--- src/rtl/dispatch_pkg.sv ---
// dispatch_pkg: shared definitions for the dual-issue instruction dispatcher.
//   - RV32 major opcode constants used by the field decoder
//   - dec_fields_t: register fields and usage flags extracted from one instruction
package dispatch_pkg;

    localparam logic [6:0] OP     = 7'b0110011;
    localparam logic [6:0] OP_IMM = 7'b0010011;
    localparam logic [6:0] LOAD   = 7'b0000011;
    localparam logic [6:0] STORE  = 7'b0100011;
    localparam logic [6:0] BRANCH = 7'b1100011;
    localparam logic [6:0] JAL    = 7'b1101111;
    localparam logic [6:0] JALR   = 7'b1100111;
    localparam logic [6:0] LUI    = 7'b0110111;
    localparam logic [6:0] AUIPC  = 7'b0010111;
    localparam logic [6:0] SYSTEM = 7'b1110011;

    typedef struct packed {
        logic [4:0] rd;        // 0 when the instruction writes no register
        logic [4:0] rs1;
        logic [4:0] rs2;
        logic       uses_rs1;
        logic       uses_rs2;
        logic       is_ctrl;   // branch / jump / system: ends a dispatch pair
    } dec_fields_t;

endpackage

--- src/rtl/instruction_dispatcher_if.sv ---
// instruction_dispatcher_if: bundles the buffer-side, issue-side and writeback
// signals of the dispatcher.
//   master : the dispatcher (drives pops and issue slots)
//   slave  : the surrounding pipeline (buffer entries, readies, writebacks, flush)
interface instruction_dispatcher_if #(
    parameter int XLEN = 32
);
    logic            flush;
    logic [XLEN-1:0] entry0_instruction;
    logic [XLEN-1:0] entry0_address;
    logic [XLEN-1:0] entry1_instruction;
    logic [XLEN-1:0] entry1_address;
    logic [3:0]      entry_count;
    logic            pop0;
    logic            pop1;
    logic            issue0_valid;
    logic [XLEN-1:0] issue0_instruction;
    logic [XLEN-1:0] issue0_address;
    logic            issue0_ready;
    logic            issue1_valid;
    logic [XLEN-1:0] issue1_instruction;
    logic [XLEN-1:0] issue1_address;
    logic            issue1_ready;
    logic            wb0_valid;
    logic [4:0]      wb0_rd;
    logic            wb1_valid;
    logic [4:0]      wb1_rd;

    modport master (
        input  flush, entry0_instruction, entry0_address,
               entry1_instruction, entry1_address, entry_count,
               issue0_ready, issue1_ready,
               wb0_valid, wb0_rd, wb1_valid, wb1_rd,
        output pop0, pop1,
               issue0_valid, issue0_instruction, issue0_address,
               issue1_valid, issue1_instruction, issue1_address
    );

    modport slave (
        output flush, entry0_instruction, entry0_address,
               entry1_instruction, entry1_address, entry_count,
               issue0_ready, issue1_ready,
               wb0_valid, wb0_rd, wb1_valid, wb1_rd,
        input  pop0, pop1,
               issue0_valid, issue0_instruction, issue0_address,
               issue1_valid, issue1_instruction, issue1_address
    );
endinterface

--- src/rtl/dispatch_decode.sv ---
// dispatch_decode: combinational extraction of register fields and usage flags.
//   instruction : raw instruction word
//   fields      : rd (0 if none), rs1, rs2, source-usage flags, control-flow flag
module dispatch_decode
    import dispatch_pkg::*;
#(
    parameter int XLEN = 32
) (
    input  logic [XLEN-1:0] instruction,
    output dec_fields_t     fields
);

    logic [6:0] opcode;
    logic       has_rd;
    logic       unused_bits;

    assign opcode      = instruction[6:0];
    // Immediate / funct bits play no part in hazard detection.
    assign unused_bits = ^{instruction[XLEN-1:25], instruction[14:12]};

    always_comb begin
        has_rd          = 1'b1;
        fields.uses_rs1 = 1'b1;
        fields.uses_rs2 = 1'b0;
        fields.is_ctrl  = 1'b0;

        // Unlisted opcodes are conservatively treated as writing rd and reading rs1.
        case (opcode)
            BRANCH: begin
                has_rd          = 1'b0;
                fields.uses_rs2 = 1'b1;
                fields.is_ctrl  = 1'b1;
            end
            STORE: begin
                has_rd          = 1'b0;
                fields.uses_rs2 = 1'b1;
            end
            SYSTEM: begin
                has_rd          = 1'b0;
                fields.is_ctrl  = 1'b1;
            end
            OP:            fields.uses_rs2 = 1'b1;
            JAL: begin
                fields.uses_rs1 = 1'b0;
                fields.is_ctrl  = 1'b1;
            end
            JALR:          fields.is_ctrl  = 1'b1;
            LUI, AUIPC:    fields.uses_rs1 = 1'b0;
            OP_IMM, LOAD:  has_rd          = 1'b1;
            default:       has_rd          = 1'b1;
        endcase

        fields.rd  = has_rd ? instruction[11:7] : 5'd0;
        fields.rs1 = instruction[19:15];
        fields.rs2 = instruction[24:20];
    end

endmodule

--- src/rtl/instruction_dispatcher.sv ---
// instruction_dispatcher: dual-issue in-order dispatch stage.
//   clk, rst_n : clock, asynchronous active-low reset
//   bus        : instruction_dispatcher_if.master
//                - buffer side: entry0/1 instruction+address, entry_count, pop0/pop1
//                - issue side : issue0/1 valid/instruction/address, issue0/1 ready
//                - writeback  : wb0/1 valid + rd (clear scoreboard busy bits)
//                - flush      : drops both issue slots and their busy bits
// Hazards are checked against a registered busy scoreboard (no writeback bypass).
module instruction_dispatcher
    import dispatch_pkg::*;
#(
    parameter int XLEN      = 32,
    parameter int NUM_REGS  = 32,
    parameter int PAIR_CTRL = 0
) (
    input  logic                     clk,
    input  logic                     rst_n,
    instruction_dispatcher_if.master bus
);

    dec_fields_t d0;
    dec_fields_t d1;

    dispatch_decode #(.XLEN(XLEN)) u_dec0 (
        .instruction (bus.entry0_instruction),
        .fields      (d0)
    );

    dispatch_decode #(.XLEN(XLEN)) u_dec1 (
        .instruction (bus.entry1_instruction),
        .fields      (d1)
    );

    logic [NUM_REGS-1:0] busy_q, busy_d;
    logic                issue0_valid_q, issue0_valid_d;
    logic                issue1_valid_q, issue1_valid_d;
    logic [XLEN-1:0]     issue0_instr_q, issue0_instr_d;
    logic [XLEN-1:0]     issue1_instr_q, issue1_instr_d;
    logic [XLEN-1:0]     issue0_addr_q, issue0_addr_d;
    logic [XLEN-1:0]     issue1_addr_q, issue1_addr_d;
    // rd of each held slot, kept so a flush can release its busy bit.
    logic [4:0]          issue0_rd_q, issue0_rd_d;
    logic [4:0]          issue1_rd_q, issue1_rd_d;

    logic slots_free;
    logic hazard0, hazard1, pair_conflict;
    logic pop0_c, pop1_c;

    always_comb begin
        slots_free = (!issue0_valid_q || bus.issue0_ready) &&
                     (!issue1_valid_q || bus.issue1_ready);

        // Bit 0 of the scoreboard is never set, so x0 never creates a hazard.
        hazard0 = (d0.uses_rs1 && busy_q[d0.rs1]) ||
                  (d0.uses_rs2 && busy_q[d0.rs2]) ||
                  busy_q[d0.rd];
        hazard1 = (d1.uses_rs1 && busy_q[d1.rs1]) ||
                  (d1.uses_rs2 && busy_q[d1.rs2]) ||
                  busy_q[d1.rd];

        pair_conflict = 1'b0;
        if (d0.rd != 5'd0) begin
            if ((d1.uses_rs1 && d1.rs1 == d0.rd) ||
                (d1.uses_rs2 && d1.rs2 == d0.rd) ||
                (d1.rd == d0.rd))
                pair_conflict = 1'b1;
        end
        if (d0.is_ctrl && PAIR_CTRL == 0)
            pair_conflict = 1'b1;

        pop0_c = rst_n && !bus.flush && slots_free &&
                 (bus.entry_count != 4'd0) && !hazard0;
        pop1_c = pop0_c && (bus.entry_count >= 4'd2) && !hazard1 && !pair_conflict;
    end

    assign bus.pop0 = pop0_c;
    assign bus.pop1 = pop1_c;

    always_comb begin
        issue0_valid_d = issue0_valid_q;
        issue1_valid_d = issue1_valid_q;
        issue0_instr_d = issue0_instr_q;
        issue1_instr_d = issue1_instr_q;
        issue0_addr_d  = issue0_addr_q;
        issue1_addr_d  = issue1_addr_q;
        issue0_rd_d    = issue0_rd_q;
        issue1_rd_d    = issue1_rd_q;

        if (bus.flush) begin
            issue0_valid_d = 1'b0;
            issue1_valid_d = 1'b0;
        end else if (pop0_c) begin
            issue0_valid_d = 1'b1;
            issue0_instr_d = bus.entry0_instruction;
            issue0_addr_d  = bus.entry0_address;
            issue0_rd_d    = d0.rd;
            issue1_valid_d = pop1_c;
            issue1_instr_d = bus.entry1_instruction;
            issue1_addr_d  = bus.entry1_address;
            issue1_rd_d    = d1.rd;
        end else begin
            if (bus.issue0_ready) issue0_valid_d = 1'b0;
            if (bus.issue1_ready) issue1_valid_d = 1'b0;
        end
    end

    always_comb begin
        busy_d = busy_q;
        if (bus.wb0_valid) busy_d[bus.wb0_rd] = 1'b0;
        if (bus.wb1_valid) busy_d[bus.wb1_rd] = 1'b0;
        if (bus.flush) begin
            if (issue0_valid_q) busy_d[issue0_rd_q] = 1'b0;
            if (issue1_valid_q) busy_d[issue1_rd_q] = 1'b0;
        end else begin
            // Applied after the writeback clears so a same-cycle set wins.
            if (pop0_c) busy_d[d0.rd] = 1'b1;
            if (pop1_c) busy_d[d1.rd] = 1'b1;
        end
        busy_d[0] = 1'b0;
    end

    always_ff @(posedge clk or negedge rst_n) begin
        if (!rst_n) begin
            busy_q         <= '0;
            issue0_valid_q <= 1'b0;
            issue1_valid_q <= 1'b0;
            issue0_instr_q <= '0;
            issue1_instr_q <= '0;
            issue0_addr_q  <= '0;
            issue1_addr_q  <= '0;
            issue0_rd_q    <= '0;
            issue1_rd_q    <= '0;
        end else begin
            busy_q         <= busy_d;
            issue0_valid_q <= issue0_valid_d;
            issue1_valid_q <= issue1_valid_d;
            issue0_instr_q <= issue0_instr_d;
            issue1_instr_q <= issue1_instr_d;
            issue0_addr_q  <= issue0_addr_d;
            issue1_addr_q  <= issue1_addr_d;
            issue0_rd_q    <= issue0_rd_d;
            issue1_rd_q    <= issue1_rd_d;
        end
    end

    assign bus.issue0_valid       = issue0_valid_q;
    assign bus.issue1_valid       = issue1_valid_q;
    assign bus.issue0_instruction = issue0_instr_q;
    assign bus.issue1_instruction = issue1_instr_q;
    assign bus.issue0_address     = issue0_addr_q;
    assign bus.issue1_address     = issue1_addr_q;

endmodule

--- src/flat_wrapper.sv ---
// flat-port wrapper written by rule: the top's interface ports become plain ports
module instruction_dispatcher_flat import dispatch_pkg::*;
#(
    parameter int XLEN      = 32,
    parameter int NUM_REGS  = 32,
    parameter int PAIR_CTRL = 0
)
  (clk, rst_n, bus_flush, bus_entry0_instruction, bus_entry0_address, bus_entry1_instruction, bus_entry1_address, bus_entry_count, bus_issue0_ready, bus_issue1_ready, bus_wb0_valid, bus_wb0_rd, bus_wb1_valid, bus_wb1_rd, bus_pop0, bus_pop1, bus_issue0_valid, bus_issue0_instruction, bus_issue0_address, bus_issue1_valid, bus_issue1_instruction, bus_issue1_address);
  instruction_dispatcher_if #(.XLEN(XLEN)) bus_i ();
  input  logic clk;
  input  logic rst_n;
  input wire logic [$bits(bus_i.flush)-1:0] bus_flush;
  input wire logic [$bits(bus_i.entry0_instruction)-1:0] bus_entry0_instruction;
  input wire logic [$bits(bus_i.entry0_address)-1:0] bus_entry0_address;
  input wire logic [$bits(bus_i.entry1_instruction)-1:0] bus_entry1_instruction;
  input wire logic [$bits(bus_i.entry1_address)-1:0] bus_entry1_address;
  input wire logic [$bits(bus_i.entry_count)-1:0] bus_entry_count;
  input wire logic [$bits(bus_i.issue0_ready)-1:0] bus_issue0_ready;
  input wire logic [$bits(bus_i.issue1_ready)-1:0] bus_issue1_ready;
  input wire logic [$bits(bus_i.wb0_valid)-1:0] bus_wb0_valid;
  input wire logic [$bits(bus_i.wb0_rd)-1:0] bus_wb0_rd;
  input wire logic [$bits(bus_i.wb1_valid)-1:0] bus_wb1_valid;
  input wire logic [$bits(bus_i.wb1_rd)-1:0] bus_wb1_rd;
  output wire logic [$bits(bus_i.pop0)-1:0] bus_pop0;
  output wire logic [$bits(bus_i.pop1)-1:0] bus_pop1;
  output wire logic [$bits(bus_i.issue0_valid)-1:0] bus_issue0_valid;
  output wire logic [$bits(bus_i.issue0_instruction)-1:0] bus_issue0_instruction;
  output wire logic [$bits(bus_i.issue0_address)-1:0] bus_issue0_address;
  output wire logic [$bits(bus_i.issue1_valid)-1:0] bus_issue1_valid;
  output wire logic [$bits(bus_i.issue1_instruction)-1:0] bus_issue1_instruction;
  output wire logic [$bits(bus_i.issue1_address)-1:0] bus_issue1_address;
  assign bus_i.flush = bus_flush;
  assign bus_i.entry0_instruction = bus_entry0_instruction;
  assign bus_i.entry0_address = bus_entry0_address;
  assign bus_i.entry1_instruction = bus_entry1_instruction;
  assign bus_i.entry1_address = bus_entry1_address;
  assign bus_i.entry_count = bus_entry_count;
  assign bus_i.issue0_ready = bus_issue0_ready;
  assign bus_i.issue1_ready = bus_issue1_ready;
  assign bus_i.wb0_valid = bus_wb0_valid;
  assign bus_i.wb0_rd = bus_wb0_rd;
  assign bus_i.wb1_valid = bus_wb1_valid;
  assign bus_i.wb1_rd = bus_wb1_rd;
  assign bus_pop0 = bus_i.pop0;
  assign bus_pop1 = bus_i.pop1;
  assign bus_issue0_valid = bus_i.issue0_valid;
  assign bus_issue0_instruction = bus_i.issue0_instruction;
  assign bus_issue0_address = bus_i.issue0_address;
  assign bus_issue1_valid = bus_i.issue1_valid;
  assign bus_issue1_instruction = bus_i.issue1_instruction;
  assign bus_issue1_address = bus_i.issue1_address;
  instruction_dispatcher #(.XLEN(XLEN), .NUM_REGS(NUM_REGS), .PAIR_CTRL(PAIR_CTRL)) u_core (.clk(clk), .rst_n(rst_n), .bus(bus_i));
endmodule
--- config.mk ---
export PLATFORM = sky130hd
export DESIGN_NAME = instruction_dispatcher_flat
export DESIGN_NICKNAME = d
export VERILOG_FILES = /design/src/rtl/dispatch_pkg.sv /design/src/rtl/instruction_dispatcher_if.sv /design/src/rtl/dispatch_decode.sv /design/src/rtl/instruction_dispatcher.sv /design/src/flat_wrapper.sv
export SDC_FILE = /design/constraint.sdc
export NUM_CORES = 1
export LEC_CHECK = 0
export CAP_MARGIN = 20
export CORE_MARGIN = 2
export CORE_UTILIZATION = 29
export DETAILED_ROUTE_END_ITERATION = 12
export DONT_BUFFER_PORTS = 1
export SYNTH_ARGS = -nofsm -noshare
export SYNTH_HDL_FRONTEND = slang
export SYNTH_SLANG_ARGS = --single-unit
--- constraint.sdc ---
create_clock -name clk -period 6.4 [get_ports clk]
set_input_delay 1.92 -clock clk [delete_from_list [all_inputs] [get_ports clk]]
set_output_delay 1.92 -clock clk [all_outputs]
set_load 0.1 [all_outputs]
==> results_dict.tcl <==
set metrics [dict create \
    end_kind "primary output" \
    min_period_ns 6.10 \
    hpwlAfterDp_um 24600 \
    io_pins 281 \
    seqCellArea_um2 4280 \
    fmax_mhz 164 \
    ys_async_sr_fraction 1.00 \
    crit_arrival_ns 4.18 \
    ys_types 64 \
    postRouteAntennaNets 0 \
    startpoint_type "input pin" \
    grt_pass1_wl_um 50100 \
    gp_congestion 0.935 \
    multi_input_area_um2 5370 \
    worst-path-buf-inv 2 \
    gr-total-overflow 0 \
    dp.cells 1337 \
    grt_setup_unrepaired "no" \
    dr.pass1.iters 6 \
    cts_buffers 17 \
    rr_worst_depth 10 \
    core_area_um2 34300 \
    hp-class "flip-flop to flip-flop" \
    clk_latency_ns 0.45 \
    reg2reg_slack_ns 2.57 \
    yosysMostFrequentCell "dfrtp_1" \
    final_core_util 0.323 \
    slowest_delay_ns 0.59 \
    htreeDepth 4 \
    drcViolationCount 0 \
    viasPerCell 5.96 \
    design_area_um2 11100 \
    fp.dieW_um 190 \
    place_ws_ns 0.370 \
    final-setup-viol-count 0 \
    hold_violations 0 \
    synth_nets 1084 \
    fin_ws_ns 0.298 \
    grt_pass1_vias 7873 \
    whs_ns 0.607 \
    initial_core_util 0.292 \
    setup_tns_ns 0 \
    place_area_um2 10500 \
    synth_top_area_frac 0.427 \
    synth_cells 935 \
    slew_headroom 0.330 \
    maxCapViolations 0 \
    cp-startpoint "bus_entry1_instruction[3]" \
    post_drt_wl_per_cell_um 24.9 \
    yosysTopAreaCell "dfrtp_1" \
    syn_to_final_growth_pct 10.3 \
    die_y_um 190 \
    path_clk_slew_ns 0.07 \
    cts.sinks 171 \
    track_usage 0.186 \
    postSynthAreaPerCell_um2 10.7 \
    cp.required_ns 4.48 \
    ys_seq_elements 171 \
    cts_root_buf "clkbuf_16" \
    fin_crit_sh 0.953 \
    tightest_slew_ns 1.00 \
    grt_antenna_before_repair 4 \
    final_nets 1050 \
    grt_max_degree 173 \
    netlist_area_um2 10000 \
    endpoint "bus_pop1" \
    path_class "input pin to primary output" \
    power.density_nw_per_um2 497 \
    postCtsHoldBufs 0 \
    drtIter0Drc 931 \
    peakVddDrop_uv 319 \
    yosysWarnings 0 \
    postCtsSetupBuffers 0 \
    ys_seq_area_frac 0.427 \
    synth_common_cells "dfrtp_1, mux2_2, nand2_1" \
    synth.area.top_cells "dfrtp_1, mux2_2, mux4_2" \
    reg2reg_from "u_core.busy_q[28]$_DFF_PN0_" \
    crit_cells 8 \
    synthFlopType "dfrtp_1" \
    path_delay_family "simple AND/OR/NAND/NOR gates" \
    portBuffers 0 \
    final_cells 1370 \
    dieArea_um2 36100 \
    vias 8168 \
    slew_viol_final 0 \
    ctsResizeCount 0 \
    clockBufferDepth 2 \
    drive_gt1_frac 0.241 \
    fillers 3476 \
    power_mw 5.50 \
    crit_chain "or3b_1, or3_1, buf_4, a311oi_1, a211o_1, nand4_1, nor2_4, buf_12" \
    slowest_stage "or3_1" \
    rows 68 \
    clock_skew_ns 0.0140 \
    cts_tree "built" \
    synth-edff-count 0 \
    critPathMaxFanout 8 \
    power.leakage_nw 4.20 \
    r2r_end "u_core.bus.issue0_address[7]$_DFFE_PN0P_" \
    totalWireLength_um 34100 \
    status "complete, no violations" \
]
## layout by cell type, fill, tap and decap left out, types with 4 or more instances in the layout
master,count
nand3_1,44
nand4b_1,4
a22oi_1,18
o21ai_0,24
o41ai_1,15
nand2_1,70
nor2b_1,8
mux2i_1,35
xnor2_1,7
dfrtp_1,171
nor3b_1,8
inv_1,15
inv_6,5
nand3b_1,7
buf_4,16
mux4_2,29
and3_1,6
o22ai_1,35
clkbuf_16,17
nand2b_1,8
nand4_1,6
mux2_2,134
o211ai_1,12
nor4bb_1,5
nor2_1,42
a31oi_1,42
a21oi_1,39
o31ai_1,16
nor3_1,7
## report_power, final
part	leakage, nW	internal, mW	switching (mW)
logic	1.82	0.426	0.325
registers	2.08	1.35	2.31
clock network	0.297	0.610	0.481
total	4.20	2.39	3.11
## sequential cells by signal (all words and copies together), names as in the netlist
name,count
u_core.bus.issue0_address,32
u_core.issue0_rd_q,5
u_core.bus.issue1_address,32
u_core.busy_q,31
u_core.bus.issue1_instruction,32
u_core.bus.issue0_instruction,32
u_core.bus.issue1_valid,1
u_core.issue1_rd_q,5
u_core.bus.issue0_valid,1
## final cells by class
class                           instances  share of cell area
Multi-Input combinational cell        676               0.486
Sequential cell                       171               0.387
Tap cell                              455              0.0515
Clock buffer                           20              0.0413
Timing Repair Buffer                   18              0.0145
Clock inverter                         11              0.0138
Inverter                               17             0.00622
Antenna cell                            2            0.000452
## metal layers
metal | wire length, um | GRT usage | vias up
li1 | - | - | 3531
met1 | 13000 | 0.229 | 3954
met2 | 15900 | 0.298 | 575
met3 | 3820 | 0.0611 | 106
met4 | 1430 | 0.0814 | 2
met5 | 7 | 0 | -
## cells by family (layout without fill, tap and decap cells)
group,Yosys count,count (layout),share of synthesized area
and+or+nand+nor,236,236,0.121
muxes,198,198,0.251
xor gates and xnor gates,9,9,0.00786
buffers and inverters,88,66,0.0382
DFF,171,171,0.427
other,0,2,0
AOI/OAI and AO/OA,233,233,0.155
## worst min path at each step
stage | to | cells after the start | from
final | u_core.bus.issue0_valid$_DFFE_PN0P_ | 2 | u_core.bus.issue0_valid$_DFFE_PN0P_
after global routing | u_core.bus.issue0_valid$_DFFE_PN0P_ | 2 | u_core.bus.issue0_valid$_DFFE_PN0P_
after CTS | u_core.issue0_rd_q[0]$_DFFE_PN0P_ | 1 | u_core.issue0_rd_q[0]$_DFFE_PN0P_
after detailed placement | u_core.issue0_rd_q[0]$_DFFE_PN0P_ | 1 | u_core.issue0_rd_q[0]$_DFFE_PN0P_
after global placement | u_core.bus.issue0_valid$_DFFE_PN0P_ | 2 | u_core.bus.issue0_valid$_DFFE_PN0P_
after floorplan | u_core.issue1_rd_q[3]$_DFFE_PN0P_ | 2 | u_core.issue1_rd_q[3]$_DFFE_PN0P_
## tightest hold or removal path: cells and delay by family (launching register included)
kind	cells	cell delay, ns
flops	1	0.38
compound gates	1	0.09
simple gates	1	0.09
Power figures use the tool's default switching activity.
